[src/rtl/sf_camera_dma_writer.sv]
// Camera ping-pong FIFO drain into an addressed 32-bit memory write stream.
// Optional build macro SF_CAMERA_DMA_BYTE_SWAP_EN reverses byte order of each written word.
`timescale 1ns/1ps
module sf_camera_dma_writer #(
    parameter int ADDR_WIDTH = 32,
    parameter int ADDR_INC   = 4
) (
    input  logic                  clk,
    input  logic                  rst,
    input  logic                  i_enable,
    input  logic [ADDR_WIDTH-1:0] i_base_addr,
    input  logic [23:0]           i_frame_words,
    output logic                  o_captured,
    output logic                  o_overrun,
    output logic [23:0]           o_words_written,
    input  logic                  i_rfifo_ready,
    output logic                  o_rfifo_activate,
    output logic                  o_rfifo_strobe,
    input  logic [31:0]           i_rfifo_data,
    input  logic [23:0]           i_rfifo_size,
    output logic                  o_mem_valid,
    input  logic                  i_mem_ready,
    output logic [ADDR_WIDTH-1:0] o_mem_addr,
    output logic [31:0]           o_mem_data
);

    typedef enum logic [2:0] {
        S_IDLE,
        S_WAIT_BUF,
        S_READ,
        S_FLUSH,
        S_DONE
    } state_t;

    localparam logic [ADDR_WIDTH-1:0] INC = ADDR_WIDTH'(ADDR_INC);

    state_t                state_q, state_d;
    logic                  activate_q, activate_d;
    logic [23:0]           rcount_q, rcount_d;
    logic [23:0]           scount_q, scount_d;
    logic [ADDR_WIDTH-1:0] addr_q, addr_d;
    logic                  mem_valid_q, mem_valid_d;
    logic [ADDR_WIDTH-1:0] mem_addr_q, mem_addr_d;
    logic [31:0]           mem_data_q, mem_data_d;
    logic [23:0]           words_q, words_d;
    logic                  captured_q, captured_d;
    logic                  overrun_q, overrun_d;

    logic        frame_full;
    logic        out_free;
    logic        accept;
    logic        strobe;
    logic [31:0] wr_data;

`ifdef SF_CAMERA_DMA_BYTE_SWAP_EN
    assign wr_data = {i_rfifo_data[7:0], i_rfifo_data[15:8],
                      i_rfifo_data[23:16], i_rfifo_data[31:24]};
`else
    assign wr_data = i_rfifo_data;
`endif

    // A frame size of zero means continuous capture, which never fills.
    assign frame_full = (i_frame_words != 24'd0) && (scount_q == i_frame_words);
    assign out_free   = !mem_valid_q || i_mem_ready;
    assign accept     = mem_valid_q && i_mem_ready;
    assign strobe     = (state_q == S_READ) && activate_q && i_enable &&
                        (rcount_q != 24'd0) && !frame_full && out_free;

    always_comb begin
        state_d     = state_q;
        activate_d  = activate_q;
        rcount_d    = rcount_q;
        scount_d    = scount_q;
        addr_d      = addr_q;
        mem_valid_d = mem_valid_q;
        mem_addr_d  = mem_addr_q;
        mem_data_d  = mem_data_q;
        words_d     = words_q;
        captured_d  = 1'b0;
        overrun_d   = overrun_q;

        // Pending write drains regardless of state, including after an abort.
        if (accept) begin
            mem_valid_d = 1'b0;
            words_d     = words_q + 24'd1;
        end

        if (strobe) begin
            mem_valid_d = 1'b1;
            mem_addr_d  = addr_q;
            mem_data_d  = wr_data;
            addr_d      = addr_q + INC;
            rcount_d    = rcount_q - 24'd1;
            scount_d    = scount_q + 24'd1;
        end

        case (state_q)
            S_IDLE: begin
                activate_d = 1'b0;
                if (i_enable) begin
                    addr_d    = i_base_addr;
                    rcount_d  = 24'd0;
                    scount_d  = 24'd0;
                    words_d   = 24'd0;
                    overrun_d = 1'b0;
                    state_d   = S_WAIT_BUF;
                end
            end
            S_WAIT_BUF: begin
                if (!i_enable) begin
                    state_d = S_IDLE;
                end else if (i_rfifo_ready) begin
                    activate_d = 1'b1;
                    rcount_d   = i_rfifo_size;
                    state_d    = S_READ;
                end
            end
            S_READ: begin
                if (!i_enable) begin
                    activate_d = 1'b0;
                    state_d    = S_IDLE;
                end else if (rcount_q == 24'd0) begin
                    activate_d = 1'b0;
                    state_d    = frame_full ? S_FLUSH : S_WAIT_BUF;
                end else if (frame_full) begin
                    activate_d = 1'b0;
                    overrun_d  = 1'b1;
                    state_d    = S_FLUSH;
                end
            end
            S_FLUSH: begin
                if (!i_enable) begin
                    state_d = S_IDLE;
                end else if (!mem_valid_q) begin
                    captured_d = 1'b1;
                    state_d    = S_DONE;
                end
            end
            S_DONE: begin
                if (!i_enable) begin
                    state_d = S_IDLE;
                end
            end
            default: begin
                activate_d = 1'b0;
                state_d    = S_IDLE;
            end
        endcase
    end

    always_ff @(posedge clk or posedge rst) begin
        if (rst) begin
            state_q     <= S_IDLE;
            activate_q  <= 1'b0;
            rcount_q    <= '0;
            scount_q    <= '0;
            addr_q      <= '0;
            mem_valid_q <= 1'b0;
            mem_addr_q  <= '0;
            mem_data_q  <= '0;
            words_q     <= '0;
            captured_q  <= 1'b0;
            overrun_q   <= 1'b0;
        end else begin
            state_q     <= state_d;
            activate_q  <= activate_d;
            rcount_q    <= rcount_d;
            scount_q    <= scount_d;
            addr_q      <= addr_d;
            mem_valid_q <= mem_valid_d;
            mem_addr_q  <= mem_addr_d;
            mem_data_q  <= mem_data_d;
            words_q     <= words_d;
            captured_q  <= captured_d;
            overrun_q   <= overrun_d;
        end
    end

    assign o_captured       = captured_q;
    assign o_overrun        = overrun_q;
    assign o_words_written  = words_q;
    assign o_rfifo_activate = activate_q;
    assign o_rfifo_strobe   = strobe;
    assign o_mem_valid      = mem_valid_q;
    assign o_mem_addr       = mem_addr_q;
    assign o_mem_data       = mem_data_q;

endmodule

[config.mk]
export PLATFORM = sky130hd
export DESIGN_NAME = sf_camera_dma_writer
export DESIGN_NICKNAME = d
export VERILOG_FILES = /design/src/rtl/sf_camera_dma_writer.sv
export SDC_FILE = /design/constraint.sdc
export NUM_CORES = 1
export LEC_CHECK = 0
export BUFFER_PORTS_ARGS = -buffer_cell sky130_fd_sc_hd__clkbuf_2
export CORE_UTILIZATION = 45
export CTS_CLUSTER_DIAMETER = 30
export DETAILED_ROUTE_END_ITERATION = 8
export PLACE_DENSITY_LB_ADDON = 0.08
export SLEW_MARGIN = 20
export SYNTH_ARGS = -nofsm -noshare
export SYNTH_HDL_FRONTEND = slang
export SYNTH_SLANG_ARGS = --single-unit
[constraint.sdc]
create_clock -name clk -period 10.5 [get_ports clk]
set_input_delay 2.1 -clock clk [delete_from_list [all_inputs] [get_ports clk]]
set_output_delay 2.1 -clock clk [all_outputs]
set_load 0.05 [all_outputs]
==> flow_metrics.tcl <==
set metrics [dict create \
    status "finished clean" \
    netlist_area_um2 8730 \
    grt_first_pass_wirelength_mm 34.6 \
    synthMuxAreaShare_pct 8.85 \
    hold_viol_final 0 \
    fp.dieW_um 141 \
    num_vias 6976 \
    power_frac_comb_pct 23.2 \
    clkPwrFrac_pct 33.8 \
    timing.final.crit_share_pct 64.5 \
    wl_per_cell_um 16.0 \
    final-setup-viol-count 0 \
    start_kind "input port" \
    clock_latency_ps 440 \
    p_leak_nw 4.91 \
    synth_top_area_cell "dfrtp_1" \
    fin_nets 1181 \
    cellPowerDensity_nw_per_um2 181 \
    tritoncts "done" \
    fin_util_pct 56.5 \
    grt_pass1_vias 6617 \
    skew_ps 18.8 \
    initialDrtViolationCount 410 \
    cts.repair.resized 0 \
    instances_no_fill 1333 \
    synth_cell_types 50 \
    cts-root-buf "clkbuf_16" \
    clk_pin_slew_ps 70 \
    holdCritPathClass "reg -> reg" \
    clk_path_buf_depth 2 \
    synth_top_family_by_area "simple AND/OR/NAND/NOR gates" \
    clock_sinks 175 \
    drc 0 \
    dieArea_um2 20000 \
    yosys-top-cells-count "dfrtp_1, nand2_1, nor2_1" \
    power.switching_w 0.000683 \
    synth-main-ff-cell "dfrtp_1" \
    internal_power_w 0.00125 \
    fmax_mhz 148 \
    synth.area.top_cells "dfrtp_1, mux2_2, xnor2_1, xor2_1, nand2_1" \
    diodes 0 \
    swShare_pct 35.4 \
    globalplace.congestion 0.852 \
    min_path_cells 2 \
    cts-buffers-inserted 17 \
    io_buffers 209 \
    synth_compound_area_share_pct 6.55 \
    area_growth_pct 21.9 \
    dpl.hpwl_mm 14.9 \
    relSlewSlack_pct 32.4 \
    ys_async_sr_fraction_pct 100 \
    synth_most_common_cell "dfrtp_1" \
    ys_ff_latch 175 \
    holdWs_ps 483 \
    syn_area_per_cell_um2 10.0 \
    synth-simple-area-share_pct 21.5 \
    grt_max_degree 100 \
    dr.pass1.iters 5 \
    h-tree-depth 4 \
    vdd_drop_max_uv 109 \
    start_util_pct 46.3 \
    worstPathRequired_ps 8400 \
    grt_remaining_overflow 0 \
    layout-drive-gt1-share_pct 29.9 \
    dp_cells 1300 \
    postCtsSetupRepairBufs 0 \
    wl_mm 21.3 \
    design_area_um2 10600 \
    crit_path_end_kind "primary output" \
    power_frac_seq_pct 43.0 \
    worst-path-max-fanout 73 \
    die_h_um 141 \
    path_class "in -> out" \
    totalNegativeSetupSlack_ps 0 \
    rows 50 \
    reg2reg_slack_ps 7120 \
    rsz0062_at_grt "false" \
    cts_hold_buf 0 \
    yosys_warnings 0 \
    dpl_cell_area_um2 9990 \
    syn_nets 990 \
    boundaryPins 210 \
    yosysTopAreaCellShare_pct 50.2 \
    track_usage_pct 22.1 \
    ys_seq_area_share_pct 50.2 \
    r2r_cells 9 \
    antenna_found_initial 0 \
    synth-edff-count 0 \
    synthXorXnorAreaFrac_pct 9.84 \
    netlist_instances 869 \
    nFillCells 1712 \
    critPathArrivalTime_ps 4680 \
    min_period_ps 6780 \
    synth_adder_area_share_pct 0.574 \
    detail-route-antenna-nets 0 \
    drv_cap 0 \
    coreArea_um2 18800 \
    viasPerCell 5.23 \
    tightestPinTransition_ps 1010 \
    maxSlewViolCount 0 \
]
-- final cells by class --
cell class / count / area (um2) / share of cell area, %
clock buffers: 17 / 425 / 4.00
clock inverters: 15 / 193 / 1.81
inverters: 11 / 46.3 / 0.435
multi-input cells: 640 / 4160 / 39.1
flip-flops and latches: 175 / 4380 / 41.2
well taps: 260 / 325 / 3.06
repair buffers: 215 / 1110 / 10.4
-- sequential cells by signal (all words and copies together) (netlist names) --
register and count:
rcount_q 24, o_mem_addr 32, scount_q 24, addr_q 32
state_q 3, o_mem_data 32, o_mem_valid 1, o_overrun 1
o_rfifo_activate 1, o_captured 1, o_words_written 24
-- power by group through the flow --
stage,logic [W],registers (W),clock network [W]
2_1_floorplan,0.000170,0.000989,0
3_3_place_gp,0.000445,0.000841,0
3_5_place_dp,0.000449,0.000842,0
4_1_cts,0.000451,0.000829,0.000665
5_1_grt,0.000480,0.000844,0.000691
6_report,0.000448,0.000829,0.000652
-- through the flow --
step           worst slack, ps  total power [W]
6_report                  3720          0.00193
5_1_grt                   3640          0.00201
4_1_cts                   3680          0.00194
3_5_place_dp              3680          0.00129
3_3_place_gp              3680          0.00129
2_1_floorplan             3650          0.00116
-- cells by family (layout without fill, tap and decap cells) --
kind of cell	count (synthesis)	after routing
and+or+nand+nor	364	364
DFF	175	175
AOI/OAI and AO/OA	105	105
xor gates and xnor gates	98	98
muxes	69	69
buffers and inverters	54	258
adders and majority gates	4	4
-- cell usage in the layout (no fill, tap or decap), types with 12 or more instances in the layout --
master	n
a21oi_1	34
clkbuf_2	209
and3_1	12
dfrtp_1	175
xor2_1	39
or3_1	22
clkbuf_16	17
xnor2_1	59
nor2_1	71
nand2_1	90
o21ai_0	47
nand3_1	34
nand4_1	22
nor4_1	24
nor3_1	32
mux2_2	57
-- path summary, 6_finish.rpt --
kind | start | endpoint
worst max-delay path | i_frame_words[0] | o_rfifo_strobe
worst min-delay path | addr_q[0] | addr_q[0]
worst max register to register | rcount_q[0] | addr_q[13]
worst min register to register | addr_q[0] | addr_q[0]
max in group asynchronous | rst | scount_q[2]
min in group asynchronous | rst | o_mem_data[25]
-- worst max-delay path, cell delays in order --
cell and delay, ps:
clkbuf_2 100, nor4_1 450, nand4_1 150, nor2_1 160, nor4_2 70, buf_4 300, nor2_4 160, buf_4 710
clkbuf_2 420
-- per-layer routing --
metal | vias up | GRT usage [%] | routed length (um)
met3 | 16 | 3.85 | 950
li1 | 3436 | - | -
met4 | 0 | 6.12 | 250
met5 | - | 0 | 0
met2 | 185 | 34.9 | 9960
met1 | 3339 | 31.3 | 10100
(Power assumes the default switching activity.)
